--- src/rtl/target_spawner.sv ---
// Whack-a-target game controller: places a square target at pseudo-random
// on-screen positions, times it out over frames, and tallies hits and misses.
module target_spawner #(
  parameter int          H_ACTIVE        = 640,
  parameter int          V_ACTIVE        = 480,
  parameter int          BALL_SIZE       = 48,
  parameter int          TIMEOUT_FRAMES  = 60,
  parameter int          COOLDOWN_FRAMES = 15,
  parameter int          MAX_MISSES      = 5,
  parameter logic [15:0] LFSR_SEED       = 16'hACE1
) (
  input  logic       clk,
  input  logic       rst_n,
  input  logic       start,
  input  logic       frame_tick,
  input  logic       hit,
  output logic [9:0] ballX,
  output logic [9:0] ballY,
  output logic       ball_visible,
  output logic [7:0] score,
  output logic [7:0] miss_cnt,
  output logic       game_over
);

  localparam int CNT_MAX = (TIMEOUT_FRAMES > COOLDOWN_FRAMES) ? TIMEOUT_FRAMES : COOLDOWN_FRAMES;
  localparam int CNT_W   = $clog2(CNT_MAX + 1);

  localparam logic [9:0]       X_RANGE      = 10'(H_ACTIVE - BALL_SIZE);
  localparam logic [9:0]       Y_RANGE      = 10'(V_ACTIVE - BALL_SIZE);
  localparam logic [CNT_W-1:0] TIMEOUT_LAST = CNT_W'(TIMEOUT_FRAMES - 1);
  localparam logic [CNT_W-1:0] COOL_LAST    = CNT_W'(COOLDOWN_FRAMES - 1);
  localparam logic [7:0]       MISS_LIMIT   = 8'(MAX_MISSES);

  typedef enum logic [2:0] {
    S_IDLE,
    S_SPAWN,
    S_ACTIVE,
    S_COOLDOWN,
    S_GAME_OVER
  } state_t;

  state_t           state_q, state_d;
  logic [15:0]      lfsr_q, lfsr_d;
  logic [9:0]       ball_x_q, ball_x_d;
  logic [9:0]       ball_y_q, ball_y_d;
  logic [7:0]       score_q, score_d;
  logic [7:0]       miss_q, miss_d;
  logic [CNT_W-1:0] frame_cnt_q, frame_cnt_d;

  logic       lfsr_fb;
  logic [9:0] cand_x, cand_y;
  logic [9:0] spawn_x, spawn_y;
  logic [7:0] score_inc, miss_inc;

  // Taps 16,14,13,11 in 1-based numbering.
  assign lfsr_fb = lfsr_q[15] ^ lfsr_q[13] ^ lfsr_q[12] ^ lfsr_q[10];

  // A single conditional subtract folds each candidate into the legal range,
  // since neither candidate can reach twice its range.
  assign cand_x  = lfsr_q[9:0];
  assign cand_y  = {1'b0, lfsr_q[15:7]};
  assign spawn_x = (cand_x >= X_RANGE) ? (cand_x - X_RANGE) : cand_x;
  assign spawn_y = (cand_y >= Y_RANGE) ? (cand_y - Y_RANGE) : cand_y;

  assign score_inc = (score_q == 8'hFF) ? score_q : score_q + 8'd1;
  assign miss_inc  = (miss_q == 8'hFF) ? miss_q : miss_q + 8'd1;

  always_comb begin
    state_d     = state_q;
    lfsr_d      = {lfsr_q[14:0], lfsr_fb};
    ball_x_d    = ball_x_q;
    ball_y_d    = ball_y_q;
    score_d     = score_q;
    miss_d      = miss_q;
    frame_cnt_d = frame_cnt_q;

    case (state_q)
      S_IDLE, S_GAME_OVER: begin
        if (start) begin
          score_d     = 8'd0;
          miss_d      = 8'd0;
          frame_cnt_d = '0;
          state_d     = S_SPAWN;
        end
      end
      S_SPAWN: begin
        if (frame_tick) begin
          ball_x_d    = spawn_x;
          ball_y_d    = spawn_y;
          frame_cnt_d = '0;
          state_d     = S_ACTIVE;
        end
      end
      S_ACTIVE: begin
        // A hit outranks a simultaneous timeout tick.
        if (hit) begin
          score_d     = score_inc;
          frame_cnt_d = '0;
          state_d     = S_COOLDOWN;
        end else if (frame_tick) begin
          if (frame_cnt_q == TIMEOUT_LAST) begin
            miss_d      = miss_inc;
            frame_cnt_d = '0;
            state_d     = (miss_inc == MISS_LIMIT) ? S_GAME_OVER : S_COOLDOWN;
          end else begin
            frame_cnt_d = frame_cnt_q + 1'b1;
          end
        end
      end
      S_COOLDOWN: begin
        if (frame_tick) begin
          if (frame_cnt_q == COOL_LAST) begin
            frame_cnt_d = '0;
            state_d     = S_SPAWN;
          end else begin
            frame_cnt_d = frame_cnt_q + 1'b1;
          end
        end
      end
      default: state_d = S_IDLE;
    endcase
  end

  always_ff @(posedge clk) begin
    if (!rst_n) begin
      state_q     <= S_IDLE;
      lfsr_q      <= LFSR_SEED;
      ball_x_q    <= 10'd0;
      ball_y_q    <= 10'd0;
      score_q     <= 8'd0;
      miss_q      <= 8'd0;
      frame_cnt_q <= '0;
    end else begin
      state_q     <= state_d;
      lfsr_q      <= lfsr_d;
      ball_x_q    <= ball_x_d;
      ball_y_q    <= ball_y_d;
      score_q     <= score_d;
      miss_q      <= miss_d;
      frame_cnt_q <= frame_cnt_d;
    end
  end

  assign ballX        = ball_x_q;
  assign ballY        = ball_y_q;
  assign score        = score_q;
  assign miss_cnt     = miss_q;
  assign ball_visible = (state_q == S_ACTIVE);
  assign game_over    = (state_q == S_GAME_OVER);

endmodule
--- config.mk ---
export PLATFORM = sky130hd
export DESIGN_NAME = target_spawner
export DESIGN_NICKNAME = d
export VERILOG_FILES = /design/src/rtl/target_spawner.sv
export SDC_FILE = /design/constraint.sdc
export NUM_CORES = 1
export LEC_CHECK = 0
export ABC_CLOCK_PERIOD_IN_PS = 2900
export CAP_MARGIN = 5
export CORE_AREA = 2 2 74 76
export DETAILED_ROUTE_END_ITERATION = 10
export DIE_AREA = 0 0 76 78
export GPL_TIMING_DRIVEN = 0
export PLACE_DENSITY = 0.81
export SYNTH_ARGS = -nofsm -noshare
export SYNTH_HDL_FRONTEND = slang
export SYNTH_SLANG_ARGS = --single-unit
--- constraint.sdc ---
create_clock -name clk -period 2.9 [get_ports clk]
set_input_delay 0.725 -clock clk [delete_from_list [all_inputs] [get_ports clk]]
set_output_delay 0.725 -clock clk [all_outputs]
set_load 0.01 [all_outputs]
Yosys cells after proc, flatten, opt, wreduce, memory -nomap -nowiden --
Cells that the tools add are included.
Storage, ports and cells: output and inout port bits 38, register bits after elaboration 61
Operators by class: bitwise operators 3, equality and inequality tests 20, reduce and logical (&&, ||, !) cells 9, add/sub/neg operators 5, order comparisons 2, mux-type cells 28
Operators with widths (count):
- $mux W8 | 7
- $mux W6 | 7
- $pmux W8 S2 | 2
- $mux W3 | 8
- $pmux W6 S4 | 1
- $mux W10 | 2
- $add A8 B1 Y8 const B | 2
- $eq A8 B8 Y1 const B | 2
- $ne A2 B2 Y1 const B | 8
- $pmux W3 S4 | 1
- $ge A10 B10 Y1 const B | 1
- $reduce_and A5 Y1 | 2
- $sub A10 B10 Y10 const B | 1
- $sub A9 B9 Y10 const B | 1
- $ge A9 B9 Y1 const B | 1
- $eq A8 B3 Y1 const B | 1
- $add A6 B1 Y6 const B | 1
- $eq A3 B2 Y1 const B | 2
- $eq A6 B4 Y1 const B | 1
- $eq A6 B6 Y1 const B | 1
- $reduce_and A6 Y1 | 1
- $reduce_and A4 Y1 | 1
- $reduce_bool A4 Y1 | 1
- $eq A3 B1 Y1 const B | 1
- other kinds (9) | 11

Longest topological paths before layout --
depth after elaboration 8, depth in mapped cells 8, depth with buffers taken out 7

Worst setup path after synthesis --
No wires, ideal clock.
kind input-to-reg, start point input port hit, end point register state_q[1], arrival 1.851 ns, setup slack 0.974 ns, cell stages on the path 5, path buffers 0, data required time 2.826 ns, cell sequence o21bai_1 -> a221oi_4 -> nand2_1 -> or4_1 -> o21ai_0
Between the ends: cells in the longest elaborated chain, start to end 2, elaborated cells on any way between the ends 5, those cells by class eq/ne (2); mux (2); reduce/logical (1)
RTL lines:
- start, declared | RTL line 16 | input logic hit,
- $ne A3 B2 Y1 (no line), or another cell as far along
- $reduce_and A6 Y1 (no line) / $pmux W3 S4 (equally long branches)
- end signal, assigned | RTL line 134 | state_q <= state_d;
- end, declared | RTL line 42 | state_t state_q, state_d;
Parallel ways exist; a longest one is shown, timed or not. A chain may end at the register's enable or synchronous reset.

Worst setup path in the final report --
start point register state_q[1], end point output port ball_visible
Between the ends: cells in the longest elaborated chain, start to end 1
RTL lines:
- $eq A3 B2 Y1 | RTL line 148 | assign ball_visible = (state_q == S_ACTIVE);
- end, declared | RTL line 19 | output logic ball_visible,
Every way passes these cells.

==> impl_metrics.json <==
{
  "dpl.hpwl_um": 4615,
  "viasPerCell": 5.636,
  "report.final.setup_viol": 0,
  "yosysUniqueCellTypes": 52,
  "crit_arrival_ns": 2.02,
  "yosys_warnings": 0,
  "async_flop_share": 0,
  "drt_wl_total_um": 6676,
  "tightest_slew_ns": 0.5662,
  "dr.pass1.iters": 4,
  "cts.reportedPaths.clkPinSlew_ns": 0.07,
  "avgRoutedWirePerCell_um": 14.74,
  "tns_ns": 0,
  "grt_pass1_vias": 2372,
  "final_cell_mix": "dfxtp_1 (61), clkdlybuf4s50_1 (41), nand2_1 (38)",
  "p_leak_nw": 1.264,
  "status": "finished, final reports clean",
  "finalCriticalPeriod_ns": 2.745,
  "area_delta_synth_final_pct": 23.93,
  "drt_iter0_drc": 213,
  "core_area_mm2": 0.005042,
  "die-area_mm2": 0.005928,
  "fillers": 403,
  "critPathKind": "flop to primary output",
  "ios": 43,
  "syn_inst": 326,
  "placed_area_mm2": 0.003385,
  "clockBufferDepth": 2,
  "h-tree-depth": 3,
  "syn_avg_cell_area_um2": 8.854,
  "grt_pass1_wl_um": 11210,
  "startpoint_type": "flop",
  "p_per_area_mw_per_mm2": 658.0,
  "clk_root_buffer_cell": "clkbuf_8",
  "cts_tree": "yes",
  "ant_nets": 0,
  "port_buffers": 41,
  "hold_path.class": "flop to flop",
  "dieWidth_um": 76,
  "cap_viol_max_count": 0,
  "max-vdd-ir-drop_mv": 0.4509,
  "worstPathRequired_ns": 2.17,
  "antenna_found_initial": 0,
  "syn-num-nets": 338,
  "placed_cells": 437,
  "ctsHoldBuffers": 0,
  "cts_setup_buffers": 0,
  "relSlewSlack": 0.6178,
  "final_common_cell": "dfxtp_1",
  "layoutNonFillerInstCount": 453,
  "place_congestion": 0.9202,
  "crit_path_end_kind": "primary output",
  "drv_slew": 0,
  "grt_use_total": 0.2348,
  "rows": 26,
  "max_freq_mhz": 364.4,
  "hold_violations": 0,
  "fin_nets": 390,
  "synth_edf_count": 0,
  "drc": 0,
  "final_area_mm2": 0.003577,
  "vias": 2553,
  "postCtsResizedCells": 0,
  "rsz0062_at_grt": "no",
  "drive_above_1_share": 0.09661,
  "ys_seq_elements": 61,
  "antenna_cells": 0,
  "hold_slack_ns": 0.4619,
  "grt.overflow.total": 0,
  "fin_crit_sh": 0.9464,
  "clk_latency_ns": 0.34,
  "start_util": 0.5725,
  "seq_area_frac_synth": 0.4231,
  "fin_skew_ns": 0.006043,
  "synth_ff_type": "dfxtp_1",
  "grt_max_degree": 11,
  "cts_made_buffers": 9,
  "cts.sinks": 61,
  "critPathMaxFanout": 9,
  "die_h_um": 78,
  "netlist_area_mm2": 0.002887
}
[cells in the mapped netlist, types with 3 or more instances]
library cell | number | area [um2]
nand3_1 | 17 | 85.08
buf_2 | 5 | 25.02
o21ai_0 | 13 | 65.06
a21oi_1 | 12 | 60.06
a211oi_2 | 3 | 37.54
o221a_2 | 6 | 67.56
clkbuf_1 | 11 | 41.29
nor3_1 | 9 | 45.04
nor3b_1 | 4 | 30.03
nand4_1 | 7 | 43.79
xnor2_1 | 10 | 87.58
dfxtp_1 | 61 | 1221
inv_1 | 5 | 18.77
nand2_1 | 38 | 142.6
xor2_1 | 7 | 61.31
o211ai_1 | 6 | 45.04
or3_1 | 3 | 18.77
a31oi_1 | 6 | 37.54
nor2b_1 | 3 | 18.77
and2_1 | 10 | 62.56
nand2b_1 | 9 | 56.30
nor2_1 | 25 | 93.84
a21boi_0 | 16 | 120.1
ha_1 | 7 | 87.58
[registers in the layout (all words and copies together), names as in the netlist]
signal / count
ballX: 10
ballY: 10
state_q: 3
lfsr_q: 16
miss_cnt: 8
score: 8
frame_cnt_q: 6
[worst paths after layout]
path,startpoint,end,slack [ns],cells past startpoint
setup / recovery,state_q[1],ball_visible,0.16,5
hold / removal,ballX[0],ballX[0],0.46,2
setup reg to reg,state_q[0],ballY[3],0.91,5
hold reg to reg,ballX[0],ballX[0],0.46,2
[area by class of cell]
cell class / instances / area (um2) / area share
multi-input combinational: 242 / 1568 / 0.4383
sequential: 61 / 1221 / 0.3414
timing repair buffer: 41 / 410.4 / 0.1147
clock buffer: 12 / 145.1 / 0.04057
tap: 70 / 87.58 / 0.02448
buffer: 16 / 66.31 / 0.01854
clock inverter: 4 / 47.55 / 0.01329
inverter: 7 / 31.28 / 0.008744
[routing by layer]
layer / track usage / part of all wire / vias to the layer above
met5: 0 / 0 / -
li1: - / - / 1271
met1: 0.2868 / 0.45 / 1184
met3: 0.04767 / 0.046 / 16
met2: 0.3911 / 0.48 / 82
met4: 0.1273 / 0.023 / 0
[cells by family after synthesis]
logic type | share of synthesized area
mux | 0.007369
xor+xnor | 0.05158
fa+ha+maj | 0.03034
compound gates | 0.2081
buf+inv | 0.03381
flops | 0.4231
simple gates | 0.2458
[metrics by stage]
stage | util | total power [mW] | setup slack (ns)
after global placement | 0.6712 | 1.607 | 0.1131
after global routing | 0.7094 | 2.469 | 0.08495
after CTS | 0.7094 | 2.363 | 0.1586
after floorplan | - | 1.400 | 0.9744
final | 0.7094 | 2.354 | 0.1554
after detailed placement | 0.6712 | 1.616 | 0.09171
[power by group]
part | internal [mW] | switching, mW
clock | 0.418 | 0.328
combinational | 0.260 | 0.340
sequential | 0.926 | 0.0824
[worst max-delay path, stage by stage (launching register included)]
cell and delay, ns:
dfxtp_1 0.46, inv_2 0.07, or3_1 0.34, buf_2 0.20, clkinv_4 0.09, clkdlybuf4s50_1 0.53
Note: power is estimated with default switching activity, not from simulation.
